## config.mk

```make
export PLATFORM = sky130hd
export DESIGN_NAME = btn_debouncer
export DESIGN_NICKNAME = d
export VERILOG_FILES = /design/src/rtl/btn_pkg.sv /design/src/rtl/bit_synchronizer.sv /design/src/rtl/btn_debouncer.sv
export SDC_FILE = /design/constraint.sdc
export NUM_CORES = 1
export LEC_CHECK = 0
export BUFFER_PORTS_ARGS = -buffer_cell sky130_fd_sc_hd__buf_4
export CAP_MARGIN = 30
export CORE_ASPECT_RATIO = 0.9
export CORE_MARGIN = 5
export CORE_UTILIZATION = 30
export CTS_CLUSTER_SIZE = 12
export DETAILED_ROUTE_END_ITERATION = 6
export GPL_ROUTABILITY_DRIVEN = 1
export SLEW_MARGIN = 25
export SYNTH_ARGS = -nofsm -noshare
export SYNTH_HDL_FRONTEND = slang
export SYNTH_SLANG_ARGS = --single-unit
```

## constraint.sdc

```tcl
create_clock -name clk -period 2.61 [get_ports clk]
set_input_delay 0.3915 -clock clk [delete_from_list [all_inputs] [get_ports clk]]
set_output_delay 0.3915 -clock clk [all_outputs]
set_load 0.01 [all_outputs]
```

## src/rtl/btn_pkg.sv

```systemverilog
// btn_pkg: shared state encodings and 100 MHz board defaults for the button debouncer
package btn_pkg;
  localparam logic [1:0] RELEASED     = 2'd0;
  localparam logic [1:0] WAIT_PRESS   = 2'd1;
  localparam logic [1:0] PRESSED      = 2'd2;
  localparam logic [1:0] WAIT_RELEASE = 2'd3;
  localparam logic [19:0] DEF_STABLE_CYCLES = 20'd500000;
  localparam logic [27:0] DEF_HOLD_CYCLES   = 28'd100000000;
endpackage

```

## src/rtl/bit_synchronizer.sv

```systemverilog
// bit_synchronizer: multi-flop synchronizer for a single asynchronous bit
module bit_synchronizer #(
  parameter int   SYNC_STAGES = 2,
  parameter logic RESET_VAL   = 1'b0
) (
  input  logic clk,
  input  logic rst,
  input  logic d,
  output logic q
);
  logic [SYNC_STAGES-1:0] ff;
  always_ff @(posedge clk)
    ff <= rst ? {SYNC_STAGES{RESET_VAL}} : {ff[SYNC_STAGES-2:0], d};
  assign q = ff[SYNC_STAGES-1];
endmodule

```

## src/rtl/btn_debouncer.sv

```systemverilog
// btn_debouncer: synchronize, stability-filter and edge-detect a push button
// Define BTN_DEBOUNCE_HOLD_EN to build the long-press hold flag.
module btn_debouncer
  import btn_pkg::*;
#(
  parameter int          SYNC_STAGES   = 2,
  parameter int          CNT_W         = 20,
  parameter logic [CNT_W-1:0] STABLE_CYCLES = DEF_STABLE_CYCLES,
  parameter logic        ACTIVE_LOW    = 1'b0,
  parameter logic [27:0] HOLD_CYCLES   = DEF_HOLD_CYCLES
) (
  input  logic clk,
  input  logic rst,
  input  logic btn_raw,
  output logic btn_level,
  output logic btn_press,
  output logic btn_release,
  output logic btn_hold
);
  localparam logic [CNT_W-1:0] LAST = STABLE_CYCLES - CNT_W'(1);
  logic s, commit;
  logic [1:0] state, state_n;
  logic [CNT_W-1:0] cnt, cnt_n;
  bit_synchronizer #(.SYNC_STAGES(SYNC_STAGES), .RESET_VAL(1'b0)) u_sync (
    .clk(clk),
    .rst(rst),
    .d(ACTIVE_LOW ? ~btn_raw : btn_raw),
    .q(s)
  );
  always_comb begin
    state_n = state;
    cnt_n = '0;
    commit = 1'b0;
    case (state)
      RELEASED: if (s) begin
        commit = LAST == '0;
        state_n = WAIT_PRESS;
        cnt_n = CNT_W'(1);
      end
      WAIT_PRESS:
        if (!s) state_n = RELEASED;
        else if (cnt == LAST) commit = 1'b1;
        else cnt_n = cnt + 1'b1;
      PRESSED: if (!s) begin
        commit = LAST == '0;
        state_n = WAIT_RELEASE;
        cnt_n = CNT_W'(1);
      end
      WAIT_RELEASE:
        if (s) state_n = PRESSED;
        else if (cnt == LAST) commit = 1'b1;
        else cnt_n = cnt + 1'b1;
    endcase
    if (commit) begin
      state_n = btn_level ? RELEASED : PRESSED;
      cnt_n = '0;
    end
  end
  always_ff @(posedge clk) begin
    if (rst) begin
      state <= RELEASED;
      cnt <= '0;
      btn_level <= 1'b0;
      btn_press <= 1'b0;
      btn_release <= 1'b0;
    end else begin
      state <= state_n;
      cnt <= cnt_n;
      btn_level <= btn_level ^ commit;
      btn_press <= commit & ~btn_level;
      btn_release <= commit & btn_level;
    end
  end
`ifdef BTN_DEBOUNCE_HOLD_EN
  logic [27:0] hcnt;
  // counts while pressed (bounces in WAIT_RELEASE keep it), clears with the release strobe
  always_ff @(posedge clk) begin
    if (rst || (commit && btn_level)) hcnt <= '0;
    else if (btn_level && hcnt != HOLD_CYCLES) hcnt <= hcnt + 1'b1;
  end
  assign btn_hold = hcnt == HOLD_CYCLES;
`else
  assign btn_hold = 1'b0 & (|HOLD_CYCLES);
`endif
endmodule

```

# [Yosys cells after proc, flatten, opt, wreduce, memory -nomap -nowiden]
# Index checks and enable logic that the tools add are counted.
[op_classes] n_addsub=1 mul=0 n_div=0 n_lt_le_gt_ge=0 eq_ne=8 shift=0 n_mux=17 bitwise=4 reduce_logical=4
[ops] operator="20-bit case mux with 4 select lines" n=1
[ops] operator="20-bit 2-to-1 mux" n=3
[ops] operator="20-bit by 1-bit adder with 20-bit output (second input constant)" n=1
[ops] operator="20-bit by 19-bit equality test with 1-bit output (second input constant)" n=1
[ops] operator="2-bit 2-to-1 mux" n=6
[ops] operator="2-bit case mux with 4 select lines" n=1
[ops] operator="3-bit by 2-bit inequality test with 1-bit output (second input constant)" n=2
[ops] operator="3-bit inequality test (second input constant)" n=2
[ops] operator="1-bit 2-to-1 mux" n=5
[ops] operator="2-bit equality test (second input constant)" n=2
[ops] operator="4-bit AND reduction" n=1
[ops] operator="2-bit OR reduction" n=2
[ops] operator="1-bit case mux with 3 select lines" n=1
[ops] operator="1-bit AND" n=2
[ops] operator="2-bit by 1-bit equality test with 1-bit output (second input constant)" n=1
[ops] operator="2-bit zero test" n=1
[ops] operator="1-bit NOT" n=1
[ops] operator="1-bit XOR" n=1
[word_totals] regBits=27 latchBits=0 ram_bits=0 rom_bits=0 input_bits=3 out_inout_bits=4 word_cells=40 memories=0

# [Longest topological paths before layout]
[logic_depth] depth_word=6 depth_mapped=7

# [By module]
# From an unflattened synthesis, not the netlist that was laid out.
[hier_totals] cells_unflattened=138 area_unflattened_um2=1209.9
[modules_own_cells] mod="btn_debouncer" instances=1 cells_per_inst=134 area_each_um2=1157.4
[modules_own_cells] mod="bit_synchronizer" instances=1 cells_per_inst=4 area_each_um2=52.6

# [Least setup slack after synthesis]
# No wires, ideal clock.
[synth_path] path_type="flip-flop to flip-flop" start="reg cnt[0]" end="reg cnt[10]" setup_ps=115 arrival_ps=1639 required_ps=2495 path_slack_ps=857 stages_incl_launch_ff=7 n_path_buf=1 synth_period_minus_slack_ps=1753 path_cell_list="dfxtp_1 ha_1 nand4_1 or3_1 o211ai_2 buf_4 nor2_1"
[synth_via] elab_chain_len=5 elab_cells_between_ends=11
[synth_rtl] element="start, declared" line_no="btn_debouncer.sv:23" text="logic [CNT_W-1:0] cnt, cnt_n;"
[synth_rtl] element="start signal, assigned" line_no="btn_debouncer.sv:68" text="cnt <= cnt_n;"
[synth_rtl] element="parallel branches: the longest is 5 deep, another holds 20-bit by 1-bit adder with 20-bit output"
# Parallel ways; which one is timed is not known.
# A chain may end at the register's enable or synchronous reset.

# [Final worst setup path]
[layout_path] start="reg cnt[0]" end="reg cnt[16]"
# Same word-level chain as after synthesis.

==> flow_metrics.py <==
metrics = {
    "run_status": {
        "status": "completed",
    },
    "global_routing": {
        "antenna_found_initial": 0,
        "grt_pass1_wl_mm": 4.00,
        "grt.total_usage_pct": 8.68,
        "overflow": 0,
        "grt_max_degree": 17,
        "grt_pass1_vias": 922,
    },
    "clock_network": {
        "numCtsBuffers": 3,
        "hold_buffers": 0,
        "cts_max_level": 1,
        "cts_setup_buffers": 0,
        "clkSlewWorstSetupHoldPaths_ns": 0.09,
        "cts.path.max_buffers": 2,
        "cts_sinks": 27,
        "cts_resized": 0,
        "clkLatencyLatePin_ns": 0.27,
        "root_buffer": "clkbuf_8",
        "cts_tree": "yes",
    },
    "routing": {
        "wl_met3_um": 62,
        "drtIter0Drc": 30,
        "via_count": 935,
        "drc_errors": 0,
        "drt_wl_total_mm": 2.19,
        "ant_nets": 0,
        "wl_per_cell_um": 11.6,
        "wl_met1_mm": 1.09,
        "vias_per_cell": 4.95,
        "firstDrtPassIters": 4,
        "top_layer_used": "met4",
        "dr_wl_met2_mm": 1.01,
    },
    "layout": {
        "fin_nets": 148,
        "fin_cells": 189,
        "drive_gt1_share_pct": 12.1,
        "diodes": 0,
        "most-common-layout-cells": "dfxtp_1 (27), nor2_1 (17), xnor2_1 (11)",
        "mostFrequentLayoutCell": "dfxtp_1",
        "syn_to_final_growth_pct": 10.9,
    },
    "timing": {
        "grt_setup_unrepaired": "no",
        "final_max_slew_viol_count": 0,
        "fin_skew_ns": 0.00630,
        "period_needed_ns": 1.99,
        "max_clock_freq_mhz": 503,
        "timing.hold.ws_ns": 0.326,
        "fin_tns_setup_ns": 0,
        "layout_worst_path_cycle_share_pct": 76.2,
        "hold_viol_final": 0,
        "finalSetupViolations": 0,
    },
    "synth": {
        "netlist.area_leader.share_pct": 43.7,
        "yosysUniqueCellTypes": 35,
        "ys_warn_count": 0,
        "synth_area_um2": 1240,
        "synthMuxAreaShare_pct": 0,
        "synth_fa_ha_area_share_pct": 3.04,
        "yosysSeqAreaShare_pct": 43.7,
        "syn_nets": 140,
        "synth_compound_area_share_pct": 7.39,
        "synthTopCellsByArea": "dfxtp_1 (44%), xnor2_1 (7.8%), nor2_1 (5.2%), nand4_4 (3.4%), ha_1 (3.0%)",
        "yosys.area_share.simple_pct": 32.3,
        "synth_top_family_by_area": "simple AND/OR/NAND/NOR gates",
        "synth_xor_area_share_pct": 9.92,
        "yosysTopAreaCell": "dfxtp_1",
        "avgSynthCellArea_um2": 9.23,
        "ys_ff_latch": 27,
        "syn-instance-count": 134,
    },
    "setup_path": {
        "regToRegEndpoint": "cnt[16]",
        "end_kind": "register",
        "r2r_slack_ns": 0.62,
        "cp_max_fo": 10,
        "required_ns": 2.77,
        "r2r-start": "cnt[0]",
        "critPathLaunchType": "register",
        "r2r_cells": 6,
        "critical_path_class": "register to register",
        "arrival_ns": 2.15,
    },
    "floorplanning": {
        "ioPinCount": 7,
        "die-area_um2": 5510,
        "num_rows": 22,
        "die_y_um": 70.9,
        "dieWidth_um": 77.7,
        "initial_utilization_pct": 30.8,
        "core_area_um2": 4020,
    },
    "min_path": {
        "worstHoldStart": "btn_raw",
        "hold_depth": 2,
        "holdPathEnd": "u_sync.ff[0]",
        "hold_class": "primary input to register",
    },
    "run": {
        "maxCapViolCount": 0,
    },
    "power": {
        "powerDensity_nw_per_um2": 494,
        "ir_worst_vdd_mv": 0.214,
        "power_leakage_nw": 0.435,
    },
    "place": {
        "hpwl_mm": 1.67,
        "dp_cells": 185,
        "port_buffers": 5,
        "place_congestion": 0.728,
    },
}
registers in the layout (all words and copies together), names as in the netlist:
| register | cells |
|---|---|
| state | 2 |
| cnt | 20 |
| btn_press | 1 |
| btn_release | 1 |
| u_sync.ff | 2 |
| btn_level | 1 |
worst max path at each step:
| stage | to | from | cells after the start |
|---|---|---|---|
| 3_3_place_gp | cnt[13] | cnt[0] | 6 |
| 4_1_cts | cnt[16] | cnt[0] | 6 |
| 2_1_floorplan | cnt[10] | cnt[0] | 6 |
| 5_1_grt | btn_level | cnt[0] | 7 |
| 3_5_place_dp | cnt[16] | cnt[0] | 6 |
| 6_report | cnt[16] | cnt[0] | 6 |
routing by layer:
metal  vias to the layer above  global-route usage, %
met5                         -                      0
met4                         0                   3.44
met3                         3                   1.40
met2                        10                   13.6
met1                       441                   11.9
li1                        481                      -
stage by stage:
step | util [%] | total power, mW | worst slack, ns | instance area, µm²
6_report | 34.1 | 0.677 | 0.620 | 1370
5_1_grt | 34.1 | 0.705 | 0.394 | 1370
4_1_cts | 34.1 | 0.690 | 0.586 | 1370
3_5_place_dp | 32.9 | 0.448 | 0.603 | 1320
3_3_place_gp | 32.9 | 0.448 | 0.706 | 1320
2_1_floorplan | - | 0.444 | 0.857 | 1240
synth_stat cells:
cell type	number
nand3_4	1
nand4_1	3
nand2b_1	1
ha_1	3
nor2_1	17
nand2_1	6
nor3_1	5
clkbuf_1	1
and3_1	2
nand4_4	2
or2_1	1
nand4bb_1	1
or2_2	1
o31ai_1	2
nor4_1	4
nand3b_1	1
a2111oi_0	1
buf_4	2
or4_1	2
dfxtp_1	27
o21ai_0	3
or4_4	1
xnor2_1	11
xor2_1	3
or3_1	3
conb_1	1
nor4b_1	1
nand3_1	7
o41ai_1	1
o211ai_2	1
a31oi_1	1
and3_2	1
a21oi_1	5
nor2b_1	6
inv_1	6
power breakdown:
group / internal (mW) / switching, mW
registers: 0.417 / 0.00503
logic: 0.00720 / 0.00878
clock network: 0.108 / 0.131
logic make-up after synthesis:
kind of cell	after synthesis
buffers and inverters	9
XOR/XNOR	14
adder cells (fa/ha/maj)	3
AO/OA/AOI/OAI	14
AND/OR/NAND/NOR	66
flip-flops	27
other	1
cell type report:
cell class / count / area, µm²
fill: 407 / 2650
timing repair buffer: 6 / 45.0
multi-input combinational: 98 / 654
clock buffer: 3 / 41.3
sequential: 27 / 541
inverter: 6 / 22.5
tap: 48 / 60.1
clock inverter: 1 / 7.51
critical path, stage by stage, from the launching register on:
cell	delay, ns
dfxtp_1	0.43
ha_1	0.25
nand4_1	0.15
or3_1	0.39
o211ai_2	0.35
buf_4	0.25
a21oi_1	0.06
(Power assumes the default switching activity.)
